<file path="config.mk">
export PLATFORM = sky130hd
export DESIGN_NAME = drop_sequencer
export DESIGN_NICKNAME = d
export VERILOG_FILES = /design/src/rtl/drop_sequencer.sv
export SDC_FILE = /design/constraint.sdc
export NUM_CORES = 1
export LEC_CHECK = 0
export CAP_MARGIN = 20
export CORE_ASPECT_RATIO = 1.5
export CORE_UTILIZATION = 35
export DETAILED_ROUTE_END_ITERATION = 10
export SETUP_SLACK_MARGIN = 0.5
export SLEW_MARGIN = 20
export SYNTH_ARGS = -nofsm -noshare
export SYNTH_HDL_FRONTEND = slang
export SYNTH_SLANG_ARGS = --single-unit
</file>
<file path="constraint.sdc">
create_clock -name clk -period 3 [get_ports clk]
set_input_delay 0.3 -clock clk [delete_from_list [all_inputs] [get_ports clk]]
set_output_delay 0.3 -clock clk [all_outputs]
set_load 0.01 [all_outputs]
</file>
<file path="src/rtl/drop_sequencer.sv">
// Debounced, timed and interlocked hatch-actuation sequencer driven by the drop verdict.
// Define DROP_COUNT_EN to build the saturating drop_count register; otherwise drop_count is tied to 0.
module drop_sequencer #(
   parameter int CONFIRM_CYCLES  = 4,
   parameter int OPEN_MIN        = 8,
   parameter int COOLDOWN_CYCLES = 16
) (
   input  logic        clk,
   input  logic        rst,
   input  logic        drop_activated,
   input  logic        drop_en,
   input  logic [15:0] t_act,
   output logic        hatch_open,
   output logic        busy,
   output logic        done,
   output logic        aborted,
   output logic [7:0]  drop_count
);

   typedef enum logic [1:0] {IDLE, ARM, OPEN, COOLDOWN} state_t;

   localparam logic [7:0]  CONFIRM_TGT = 8'(CONFIRM_CYCLES);
   localparam logic [15:0] OPEN_MIN_W  = 16'(OPEN_MIN);
   localparam logic [15:0] COOL_LOAD   = 16'(COOLDOWN_CYCLES - 1);

   state_t      state;
   logic [7:0]  confirm_cnt;
   logic [15:0] open_cnt;
   logic [15:0] cool_cnt;
   logic        released;
   logic        qualify;
   logic        close_normal;
   logic [15:0] open_len;

   // Valid/ready-free interface: qualify is a level sampled on every rising edge, no handshake.
   assign qualify      = drop_en & drop_activated;
   assign close_normal = (state == OPEN) & drop_en & (open_cnt == 16'd0);
   assign open_len     = (t_act > OPEN_MIN_W) ? t_act : OPEN_MIN_W;

   always_ff @(posedge clk) begin
      if (rst) begin
         state       <= IDLE;
         confirm_cnt <= 8'd0;
         open_cnt    <= 16'd0;
         cool_cnt    <= 16'd0;
         released    <= 1'b1;
         hatch_open  <= 1'b0;
         busy        <= 1'b0;
         done        <= 1'b0;
         aborted     <= 1'b0;
      end else begin
         done    <= 1'b0;
         aborted <= 1'b0;
         if (!drop_activated)
            released <= 1'b1;
         case (state)
            IDLE: begin
               if (qualify && released) begin
                  busy        <= 1'b1;
                  confirm_cnt <= 8'd1;
                  if (CONFIRM_CYCLES == 1) begin
                     // open_cnt captures the fall time, so later t_act changes are ignored
                     state      <= OPEN;
                     open_cnt   <= open_len - 16'd1;
                     hatch_open <= 1'b1;
                     released   <= 1'b0;
                  end else begin
                     state <= ARM;
                  end
               end
            end
            ARM: begin
               if (qualify) begin
                  confirm_cnt <= confirm_cnt + 8'd1;
                  if (confirm_cnt + 8'd1 == CONFIRM_TGT) begin
                     state      <= OPEN;
                     open_cnt   <= open_len - 16'd1;
                     hatch_open <= 1'b1;
                     released   <= 1'b0;
                  end
               end else begin
                  state       <= IDLE;
                  confirm_cnt <= 8'd0;
                  busy        <= 1'b0;
               end
            end
            OPEN: begin
               if (!drop_en) begin
                  hatch_open <= 1'b0;
                  aborted    <= 1'b1;
                  state      <= COOLDOWN;
                  cool_cnt   <= COOL_LOAD;
               end else if (close_normal) begin
                  hatch_open <= 1'b0;
                  done       <= 1'b1;
                  state      <= COOLDOWN;
                  cool_cnt   <= COOL_LOAD;
               end else begin
                  open_cnt <= open_cnt - 16'd1;
               end
            end
            COOLDOWN: begin
               if (cool_cnt == 16'd0) begin
                  state <= IDLE;
                  busy  <= 1'b0;
               end else begin
                  cool_cnt <= cool_cnt - 16'd1;
               end
            end
            default: begin
               state      <= IDLE;
               busy       <= 1'b0;
               hatch_open <= 1'b0;
            end
         endcase
      end
   end

`ifdef DROP_COUNT_EN
   always_ff @(posedge clk) begin
      if (rst)
         drop_count <= 8'd0;
      else if (close_normal && drop_count != 8'hFF)
         drop_count <= drop_count + 8'd1;
   end
`else
   assign drop_count = 8'd0;
`endif

endmodule

</file>
Yosys cells after proc, flatten, opt, wreduce, memory -nomap -nowiden
Index checks and enable logic that the tools add are counted.
Storage, ports and cells
  output and inout port bits: 12
  bits in registers: 47
Operators by class
  equal/unequal tests: 14
  reductions and logical operators: 16
  bitwise logic cells: 5
  order comparisons: 1
  $add $sub $neg: 4
  muxes and demuxes: 35
Operators by type and width (number)
  2-to-1 mux 16 bit: 8
  one-hot mux 16 bit (2 select lines): 2
  subtractor 16 x 1 -> 16 bit, second input constant: 3
  zero test 16 bit: 2
  greater-than comparator 16 x 4 -> 1 bit, second input constant: 1
  2-to-1 mux 8 bit: 2
  inequality test 2 bit, second input constant: 8
  one-hot mux 8 bit (2 select lines): 1
  2-to-1 mux 1 bit: 13
  2-to-1 mux 2 bit: 6
  AND reduction 4 bit: 3
  adder 8 x 1 -> 8 bit, second input constant: 1
  == test 8 x 3 -> 1 bit, second input constant: 1
  one-hot mux 2 bit (4 select lines): 1
  inequality test 3 bit, second input constant: 2
  nonzero test 2 bit: 3
  AND reduction 5 bit: 1
  == test 2 bit, second input constant: 2
  bitwise AND 1 bit: 3
  one-hot mux 1 bit (3 select lines): 1
  AND reduction 3 bit: 1
  nonzero test 3 bit: 1
  OR reduction 3 bit: 1
  == test 2 x 1 -> 1 bit, second input constant: 1
  other kinds (6): 7

Longest topological paths before layout
  depth after elaboration: 6
  mapped depth: 13
  mapped depth without buffers: 10

Worst setup path after synthesis
No wires, ideal clock.
  kind: input to register
  start: in t_act[15]
  end: reg open_cnt[10]
  library setup time: 0.133 ns
  arrival time: 2.724 ns
  setup slack: 0.143 ns
  stages: 11
  cells stage by stage: nor4_1 and4_1 clkbuf_1 and2_1 a2bb2oi_1 ha_1 o21ai_0 a211o_1 or3_1 o21ai_1 a311oi_1
Between the ends
  word-level cells in the longest chain between the ends: 6
RTL lines
  start, declared: line 12  | input logic [15:0] t_act,
  greater-than comparator 16 x 4 -> 1 bit: line 38  | assign open_len = (t_act > OPEN_MIN_W) ? t_act : OPEN_MIN_W;
  2-to-1 mux 16 bit: line 38
  subtractor 16 x 1 -> 16 bit: line 77  | open_cnt <= open_len - 16'd1;
  2-to-1 mux 16 bit: line 75  | if (confirm_cnt + 8'd1 == CONFIRM_TGT) begin
  2-to-1 mux 16 bit: line 73  | if (qualify) begin
  one-hot mux 16 bit (2 select lines): line 56  | case (state)
  end signal, assigned: line 64  | open_cnt <= open_len - 16'd1;
  end signal, assigned: line 77
  end signal, assigned: line 99  | open_cnt <= open_cnt - 16'd1;
  end, declared: line 28  | logic [15:0] open_cnt;
Every way passes these cells. The select of a mux whose other input is x is not followed.
A chain may end at the register's enable or synchronous reset.

==> impl_metrics.ini <==
[clock_network]
cts_buffer_depth = 2
cts_sinks = 47
path_clk_slew_ps = 70
cts_tree = done
cts_made_buffers = 5
h-tree-depth = 2
clkLatencyLatePin_ps = 290
cts_root_buf = clkbuf_16

[placement]
place_hpwl_mm = 5.817
portBuffers = 23
pre_cts_slack_ps = -32.21
post_dp_cell_area_um2 = 3408
gp_congestion = 0.8590
dp.cells = 516

[cells_and_area]
antenna_cells = 0
nFillCells = 819
nets = 452
instances_no_fill = 535
area_growth_pct = 25.92
stdcell_area_um2 = 3665
fin_util_pct = 45.48
layout-drive-gt1-share_pct = 18.60

[floorplanning]
fp.dieW_um = 76.46
rows = 40
start_util_pct = 36.12
ios = 32
die-area_um2 = 8691
core-area_um2 = 8058
dieHeight_um = 113.7

[drt]
wirelength_mm = 8.194
vias = 3012
antenna_left = 0
first_pass_iters = 5
via_per_inst = 5.630
drt-wirelength-per-cell_um = 15.32
drc = 0
first_iter_violations = 204

[global_route]
grt-busiest-layer = met2
use_met3_pct = 2.240
overflow = 0
track_usage_pct = 19.24
grt_pass1_vias = 2769
grt_use_met1_pct = 21.45
grt_pass1_wl_mm = 13.25
antenna_found_initial = 0
use_met2_pct = 35.68
grt_max_degree = 33

[pwr]
irDropWorstVdd_uv = 198.1
p_per_area_nw_per_um2 = 359.1
p_leak_nw = 1.413
total_power_mw = 1.316

[logic_synthesis]
synthAdderAreaFrac_pct = 1.290
synthArstFlopShare_pct = 0
yosysTopAreaCell = dfxtp_1
ys_types = 65
ys_warn_count = 0
synth_ff_type = dfxtp_1
synth.most_common_cell = nor2_1
synth_top_family_by_area = simple AND/OR/NAND/NOR gates
synthSimpleGateAreaFrac_pct = 29.66
ys_ff_latch = 47
seq_area_frac_synth_pct = 32.33
muxShareOfSynthArea_pct = 2.107
synth_area_um2 = 2910
syn_area_per_cell_um2 = 7.619
synth_edf_count = 0
yosys-top-cells-count = nor2_1, dfxtp_1, nand2_1
synth_compound_area_share_pct = 23.82
yosys.area.top_type_share_pct = 32.33
yosys-top-cells-area = dfxtp_1, nor2_1, a21oi_1, nand2_1, o21ai_0
synth_cells = 382
synth_xor_area_share_pct = 3.611

[timing]
whs_ps = 401.2
setup_viol = 0
hold_violations = 0
fin_tns_setup_ps = 0
fin_crit_sh_pct = 82.08
final.setup_skew_ps = 7.619
slew_headroom_pct = 48.32
period_needed_ps = 2463
setup_ws_ps = 537.5
rsz0062_at_grt = yes
slew_violations = 0
tightest_slew_ps = 753.6
fmax_ghz = 0.4061

[setup_path]
critical_path.max_fanout = 9
reg2regPathDepth = 10
worstSetupEndpoint = open_cnt[12]
reg2reg_to = open_cnt[12]
worstSetupStartpointType = flop
cp.required_ps = 3240
end_kind = flop
crit_type = flop to flop
rrSetupSlack_ps = 540
cp.arrival_ps = 2700

[flow_run]
drv_cap = 0

[worst_hold_path]
hold_path.class = primary input to flop

[status]
outcome = completed
area by class of cell:
cell class	instances	area, µm²	share of cell area [%]
Sequential cell	47	940.9	25.67
Multi-Input combinational cell	303	1884	51.42
Tap cell	105	131.4	3.585
Timing Repair Buffer	63	533.0	14.54
Clock buffer	6	128.9	3.517
Clock inverter	2	12.51	0.3414
Inverter	9	33.78	0.9218
critical path, stage by stage (launching register included):
cell and delay (ps):
dfxtp_1 490, nand2b_1 250, nand2_1 150, a2bb2oi_2 170, ha_2 210, o21ai_2 60, buf_4 140, a211oi_4 240
nand3_2 120, or4_1 480, nand3_1 90
routing by layer:
metal | share of wire [%] | up-vias
met5 | 0 | -
met4 | 2.2 | 0
met3 | 3.9 | 13
met2 | 52 | 81
met1 | 42 | 1451
li1 | - | 1467
worst min path at each step:
stage / cells past startpoint / start / to
final: 3 / t_act[6] / open_cnt[6]
after floorplan: 1 / confirm_cnt[7] / confirm_cnt[7]
after detailed placement: 1 / confirm_cnt[7] / confirm_cnt[7]
after CTS: 1 / confirm_cnt[7] / confirm_cnt[7]
after global routing: 3 / t_act[6] / open_cnt[6]
after global placement: 1 / confirm_cnt[7] / confirm_cnt[7]
flip-flops by register name (all words and copies together), names as in the netlist, named ones only:
register	count
aborted	1
busy	1
confirm_cnt	8
cool_cnt	16
done	1
hatch_open	1
open_cnt	16
released	1
state	1
timing repair:
item                       in CTS  in global routing
pin swaps                       5                 11
hold buffers                    0                  0
resized for setup              12                 23
setup endpoints to repair       6                  8
setup buffers                   1                 10
report_power, final:
part           leakage [nW]  internal (mW)  switching (mW)
Clock                0.0669          0.308           0.246
Sequential            0.379          0.626         0.00351
Combinational         0.967         0.0591          0.0730
layout by cell type, fill, tap and decap left out, types with 3 or more instances in the layout:
cell             count
nor2_1              58
a31oi_1              4
a22oi_1              3
buf_4               39
a21o_1               3
xor2_1              11
a211oi_1             5
clkdlybuf4s50_1      8
a41oi_1              3
o21ai_0             24
inv_1                9
nor3_1               9
nand2_1             35
nand4_1              9
nor3_2               3
and3_1               3
conb_1               8
nand2b_1             5
or3_1                3
nand4b_1             4
dlymetal6s2s_1       7
a311oi_1             8
nor3b_1              4
mux2i_1              4
clkbuf_16            5
clkbuf_2             5
nand3_1             12
dfxtp_1             47
a21oi_1             29
nor4_1               3
cells by family (layout without fill, tap and decap cells):
logic type,Yosys count,count (layout)
buf+inv,39,80
flops,47,47
other cells,1,8
mux,6,6
compound gates,104,104
fa+ha+maj,3,3
xor+xnor,12,12
simple gates,170,170
Power figures use the tool's default switching activity.
